**config.mk**
```make
export PLATFORM = sky130hd
export DESIGN_NAME = mem_bus_arbiter
export DESIGN_NICKNAME = d
export VERILOG_FILES = /design/src/rtl/mem_bus_arbiter.sv
export SDC_FILE = /design/constraint.sdc
export NUM_CORES = 1
export LEC_CHECK = 0
export ABC_CLOCK_PERIOD_IN_PS = 2270
export BUFFER_PORTS_ARGS = -buffer_cell sky130_fd_sc_hd__buf_2
export CAP_MARGIN = 20
export CORE_ASPECT_RATIO = 1.4
export CORE_MARGIN = 1
export CORE_UTILIZATION = 45
export CTS_BUF_LIST = sky130_fd_sc_hd__clkbuf_8
export DETAILED_ROUTE_END_ITERATION = 10
export PLACE_DENSITY = 0.8
export SLEW_MARGIN = 40
export SYNTH_ARGS = -nofsm -noshare
export SYNTH_HDL_FRONTEND = slang
export SYNTH_SLANG_ARGS = --single-unit
```
**constraint.sdc**
```tcl
create_clock -name clk -period 2.27 [get_ports clk]
set_clock_uncertainty 0.05 [all_clocks]
set_input_delay 0.681 -clock clk [delete_from_list [all_inputs] [get_ports clk]]
set_output_delay 0.681 -clock clk [all_outputs]
set_load 0.1 [all_outputs]
```
**src/rtl/mem_bus_arbiter.sv**
```systemverilog
// mem_bus_arbiter: round-robin two-requester arbiter for the memory bus.
// Optional macro ARB_LOCK_EN adds r0_lock/r1_lock for locked re-grants.
module mem_bus_arbiter #(
  parameter int unsigned   AW       = 16,
  parameter int unsigned   DW       = 16,
  parameter logic [AW-1:0] BTN_ADDR = 16'h2000
) (
  input  logic          clk,
  input  logic          rst_n,
`ifdef ARB_LOCK_EN
  input  logic          r0_lock,
  input  logic          r1_lock,
`endif
  input  logic          r0_req,
  input  logic          r0_we,
  input  logic [AW-1:0] r0_addr,
  input  logic [DW-1:0] r0_wdata,
  output logic          r0_ack,
  output logic [DW-1:0] r0_rdata,
  input  logic          r1_req,
  input  logic          r1_we,
  input  logic [AW-1:0] r1_addr,
  input  logic [DW-1:0] r1_wdata,
  output logic          r1_ack,
  output logic [DW-1:0] r1_rdata,
  output logic [AW-1:0] mem_address,
  output logic          mem_load,
  output logic [DW-1:0] mem_in,
  input  logic [DW-1:0] mem_out,
  output logic          wr_err,
  output logic          busy
);

  typedef enum logic [1:0] {
    S_IDLE,
    S_ADDR,
    S_WAIT,
    S_ACK
  } state_e;

  state_e        state_q, state_d;
  logic          owner_q, owner_d;
  logic          last_q,  last_d;
  logic          we_q,    we_d;
  logic [AW-1:0] addr_q,  addr_d;
  logic [DW-1:0] wdata_q, wdata_d;
  logic [DW-1:0] rd0_q,   rd0_d;
  logic [DW-1:0] rd1_q,   rd1_d;
`ifdef ARB_LOCK_EN
  logic          lock_hold_q, lock_hold_d;
`endif

  logic gnt_vld;
  logic gnt_id;
  logic is_btn;

  // Pick the winner among current requests (round-robin on ties).
  always_comb begin
    gnt_vld = r0_req | r1_req;
    gnt_id  = 1'b0;
    unique case (1'b1)
      r0_req & r1_req:  gnt_id = ~last_q;
      r1_req & ~r0_req: gnt_id = 1'b1;
      default:          gnt_id = 1'b0;
    endcase
`ifdef ARB_LOCK_EN
    if (lock_hold_q) begin
      gnt_id  = owner_q;
      gnt_vld = owner_q ? r1_req : r0_req;
    end
`endif
  end

  assign is_btn = (addr_q == BTN_ADDR);

  // Sequencer next-state and datapath capture.
  always_comb begin
    state_d = state_q;
    owner_d = owner_q;
    last_d  = last_q;
    we_d    = we_q;
    addr_d  = addr_q;
    wdata_d = wdata_q;
    rd0_d   = rd0_q;
    rd1_d   = rd1_q;
`ifdef ARB_LOCK_EN
    lock_hold_d = lock_hold_q;
`endif
    unique case (state_q)
      S_IDLE: begin
        if (gnt_vld) begin
          state_d = S_ADDR;
          owner_d = gnt_id;
          last_d  = gnt_id;
          we_d    = gnt_id ? r1_we    : r0_we;
          addr_d  = gnt_id ? r1_addr  : r0_addr;
          wdata_d = gnt_id ? r1_wdata : r0_wdata;
        end
      end
      S_ADDR: state_d = S_WAIT;
      S_WAIT: begin
        state_d = S_ACK;
        if (owner_q) rd1_d = mem_out;
        else         rd0_d = mem_out;
      end
      S_ACK: begin
        state_d = S_IDLE;
`ifdef ARB_LOCK_EN
        lock_hold_d = owner_q ? r1_lock : r0_lock;
`endif
      end
      default: state_d = S_IDLE;
    endcase
  end

  // State and datapath registers.
  always_ff @(posedge clk or negedge rst_n) begin
    if (!rst_n) begin
      state_q <= S_IDLE;
      owner_q <= 1'b0;
      last_q  <= 1'b1;
      we_q    <= 1'b0;
      addr_q  <= '0;
      wdata_q <= '0;
      rd0_q   <= '0;
      rd1_q   <= '0;
    end else begin
      state_q <= state_d;
      owner_q <= owner_d;
      last_q  <= last_d;
      we_q    <= we_d;
      addr_q  <= addr_d;
      wdata_q <= wdata_d;
      rd0_q   <= rd0_d;
      rd1_q   <= rd1_d;
    end
  end

`ifdef ARB_LOCK_EN
  // Lock flag that pins the next grant to the previous owner.
  always_ff @(posedge clk or negedge rst_n) begin
    if (!rst_n) lock_hold_q <= 1'b0;
    else        lock_hold_q <= lock_hold_d;
  end
`endif

  assign mem_address = addr_q;
  assign mem_in      = wdata_q;
  assign mem_load    = (state_q == S_ADDR) & we_q & ~is_btn;
  assign wr_err      = (state_q == S_ADDR) & we_q &  is_btn;
  assign busy        = (state_q != S_IDLE);
  assign r0_ack      = (state_q == S_ACK) & ~owner_q;
  assign r1_ack      = (state_q == S_ACK) &  owner_q;
  assign r0_rdata    = rd0_q;
  assign r1_rdata    = rd1_q;

endmodule

```
==> out/results.md <==
| Parameter | This run | Unit |
|:---|:---|:---|
| Overall die area | 0.00738 | mm² |
| First-pass GRT wire length | 13000 | µm |
| Layout cells sized above 1 | 60.9 | % |
| Cell count after synthesis | 282 | - |
| Die height | 101 | µm |
| Kind of critical path | flop to output pin | - |
| Global-route congestion overflow total | 0 | - |
| Average instance area after synthesis | 11.2 | µm² |
| Length of the first detailed-routing pass in iterations | 4 | - |
| Register-to-register setup slack | 0.48 | ns |
| Number of nets produced by synthesis | 373 | - |
| Overall track demand over capacity in global routing | 23.5 | % |
| Synthesized cell area | 0.00316 | mm² |
| Number of global-route vias before repair | 2721 | - |
| Transition time at the pin with the least slew margin | 0.520 | ns |
| Filler Cell Count | 546 | - |
| Share of the synthesized area in the top cell type | 53.8 | % |
| CTS buffer count | 9 | - |
| Worst setup EP type | output pin | - |
| Status | finished with violations | - |
| Worst r2r dst | mem_address[14] | - |
| H-tree depth | 3 | - |
| Critical path, cell by cell | nor4b_4 > nand4_1 > buf_4 > nor2_4 > buf_12 | - |
| Sequential element share of the synthesized area | 54.6 | % |
| Required time of the critical path | 1.54 | ns |
| Buffers & Inverters on Critical Path | 2 | - |
| Final setup margin | -0.165 | ns |
| Final Slew Violations | 0 | - |
| Launching element type of the critical path | flop | - |
| Count of vias placed by the detailed router | 2722 | - |
| Post-route DRC violation count | 0 | - |
| Placer Congestion | 0.804 | - |
| Clk root buf | sky130_fd_sc_hd__clkbuf_8 | - |
| Post-DR vias/cell | 5.05 | - |
| Synth area leader | sky130_fd_sc_hd__dfrtp_1 | - |
| TritonCTS clock tree | yes | - |
| Number of antenna diodes | 0 | - |
| Number of I/O port buffers | 154 | - |
| Post-synthesis cell type count | 26 | - |
| Violations in the final reports | negative setup slack | - |
| Wire length after detailed routing | 8120 | µm |
| Count of warnings emitted by yosys | 0 | - |
| Final Hold Vio Count | 0 | - |
| Maximum fanout along the worst path | 2 | - |
| Setup repair after global routing missed its margin | yes | - |
| Number of nets in the layout | 533 | - |
| Antenna violations before repair | 0 | - |
| Fin crit share | 107 | % |
| Number of cell instances on the worst register-to-register path | 6 | - |
| Main area contributors after synthesis | sky130_fd_sc_hd__dfrtp_1 54%, sky130_fd_sc_hd__mux2_2 12%, sky130_fd_sc_hd__a21oi_2 8.0% | - |
| Placed wire-length estimate after detailed placement | 6090 | µm |
| Worst endpoint data arrival time | 1.70 | ns |
| Largest net degree at the start of global routing | 54 | - |
| Worst hold slack across all endpoints | 0.209 | ns |
| Slowest stage cell on the critical path | sky130_fd_sc_hd__dfrtp_2 | - |
| Clock edge transition at the registers on the reported setup and hold paths | 0.07 | ns |
| Highest cell delay on the worst timing path | 0.43 | ns |
| Max Freq | 0.411 | GHz |
| Cell type group with the largest total delay on the critical path | simple AND/OR/NAND/NOR gates | - |
| Max Cap Viol | 0 | - |
| Row count | 35 | - |
| Worst R2R Start | state_q[0] | - |
| Max transition margin | 65.6 | % |
| Top-Level Pins | 155 | - |
| Maximum buffer depth of the clock tree | 2 | - |
| Setup Viol. Count Final | 2 | - |
| Mean routed wirelength per cell | 15.1 | µm |
| Iteration-0 DRC count of the detailed router | 85 | - |
| Clock Latency Late Sink | 0.34 | ns |
| Starting Density | 47.2 | % |
| Hold/Removal Path Class | input port to async pin | - |
| Chip Width | 72.9 | µm |
| Number of nets still failing antenna checks after routing | 0 | - |
| Final critical delay including setup and external delays | 2.43 | ns |
| Area of the core | 0.00670 | mm² |
| #FFs+latches synth | 69 | - |
| Count of clock tree sinks | 69 | - |
| Layout area overhead | 38.7 | % |
[through the flow]
| step | cells | worst slack [ns] | utilization [%] | instance area, µm² | TNS, ns |
|---|---|---|---|---|---|
| after floorplan | 282 | -0.124 | - | 3200 | -0.124 |
| after global placement | 520 | 0.0604 | 61.0 | 4090 | 0 |
| after detailed placement | 520 | 0.0600 | 61.0 | 4090 | 0 |
| after CTS | 538 | -0.174 | 65.2 | 4370 | -0.232 |
| after global routing | 539 | -0.244 | 65.5 | 4390 | -0.364 |
| final | 539 | -0.165 | 65.5 | 4390 | -0.215 |
[worst register-to-register path: stages (launching register included)]
cell                      delay, ns
sky130_fd_sc_hd__dfrtp_1       0.41
sky130_fd_sc_hd__inv_1         0.13
sky130_fd_sc_hd__ha_2          0.27
sky130_fd_sc_hd__o21a_1        0.44
sky130_fd_sc_hd__buf_12        0.24
sky130_fd_sc_hd__nor2_1        0.07
sky130_fd_sc_hd__a21oi_2       0.11
[placed cells by master (no fill, tap or decap), types with 2 or more instances in the layout]
cell type,count
sky130_fd_sc_hd__a21oi_1,39
sky130_fd_sc_hd__a21oi_2,29
sky130_fd_sc_hd__buf_12,7
sky130_fd_sc_hd__buf_2,150
sky130_fd_sc_hd__buf_4,8
sky130_fd_sc_hd__bufinv_16,2
sky130_fd_sc_hd__clkbuf_8,9
sky130_fd_sc_hd__clkinv_2,2
sky130_fd_sc_hd__clkinv_4,2
sky130_fd_sc_hd__dfrtp_1,52
sky130_fd_sc_hd__dfrtp_2,15
sky130_fd_sc_hd__ha_1,4
sky130_fd_sc_hd__inv_1,4
sky130_fd_sc_hd__mux2_2,33
sky130_fd_sc_hd__nand2_1,35
sky130_fd_sc_hd__nor2_1,33
sky130_fd_sc_hd__nor4_2,2
[synthesized netlist by cell type (all sizes together)]
cell / count
nand2: 36
o21ai: 2
dfstp: 1
mux2: 33
inv: 3
and2: 1
nor4b: 1
nor2b: 3
buf: 17
o21a: 1
nor2: 34
nand4: 1
ha: 5
a21bo: 1
dfrtp: 68
a21oi: 68
nor4: 3
a31oi: 1
a21boi: 1
nor3: 1
nor3b: 1
[timing repair]
action                     in CTS  in global routing
gates cloned                    0                  0
buffers inserted                2                  1
hold buffers                    0                  0
setup endpoints to repair       2                  4
gates resized for setup         9                  3
pin swaps                       4                  2
[layout make-up]
type | count | area, µm² | share of cell area [%]
inverters | 3 | 11.3 | 0.257
repair buffers | 166 | 958 | 21.8
well taps | 92 | 115 | 2.62
multi-input cells | 193 | 1340 | 30.5
clock inverters | 7 | 91.3 | 2.08
clock buffers | 9 | 124 | 2.82
flip-flops and latches | 69 | 1750 | 39.9
[worst max-delay path by stage]
stage                         start  endpoint  slack, ns  cells past startpoint
finish              mem_address[10]    wr_err      -0.16                      5
CTS                 mem_address[15]    wr_err      -0.17                      5
detailed placement  mem_address[12]    wr_err       0.06                      5
global route        mem_address[10]    wr_err      -0.24                      5
global placement    mem_address[10]    wr_err       0.06                      5
floorplan           mem_address[10]    wr_err      -0.12                      3
[logic make-up after synthesis]
family | count (synthesis) | share of synthesized area [%]
buf+inv | 20 | 5.06
flops | 69 | 54.6
compound gates | 74 | 16.0
simple gates | 81 | 10.6
fa+ha+maj | 5 | 1.98
mux | 33 | 11.7
[sequential cells by signal (all words and copies together), names as in the netlist]
name / count
state_q: 2
r1_rdata: 16
r0_rdata: 16
we_q: 1
mem_in: 16
owner_q: 1
last_q: 1
mem_address: 16
[routing by layer]
layer / vias to the layer above / share of wire, % / GRT usage [%]
li1: 1284 / - / -
met1: 1289 / 40 / 26.1
met2: 134 / 50 / 41.7
met3: 15 / 7.7 / 5.97
met4: 0 / 2.0 / 10.9
met5: - / 0 / 0
Power is left out: the tool's default activity adds up to more than one toggle a clock period on the data nets, which glitch-free logic cannot reach.
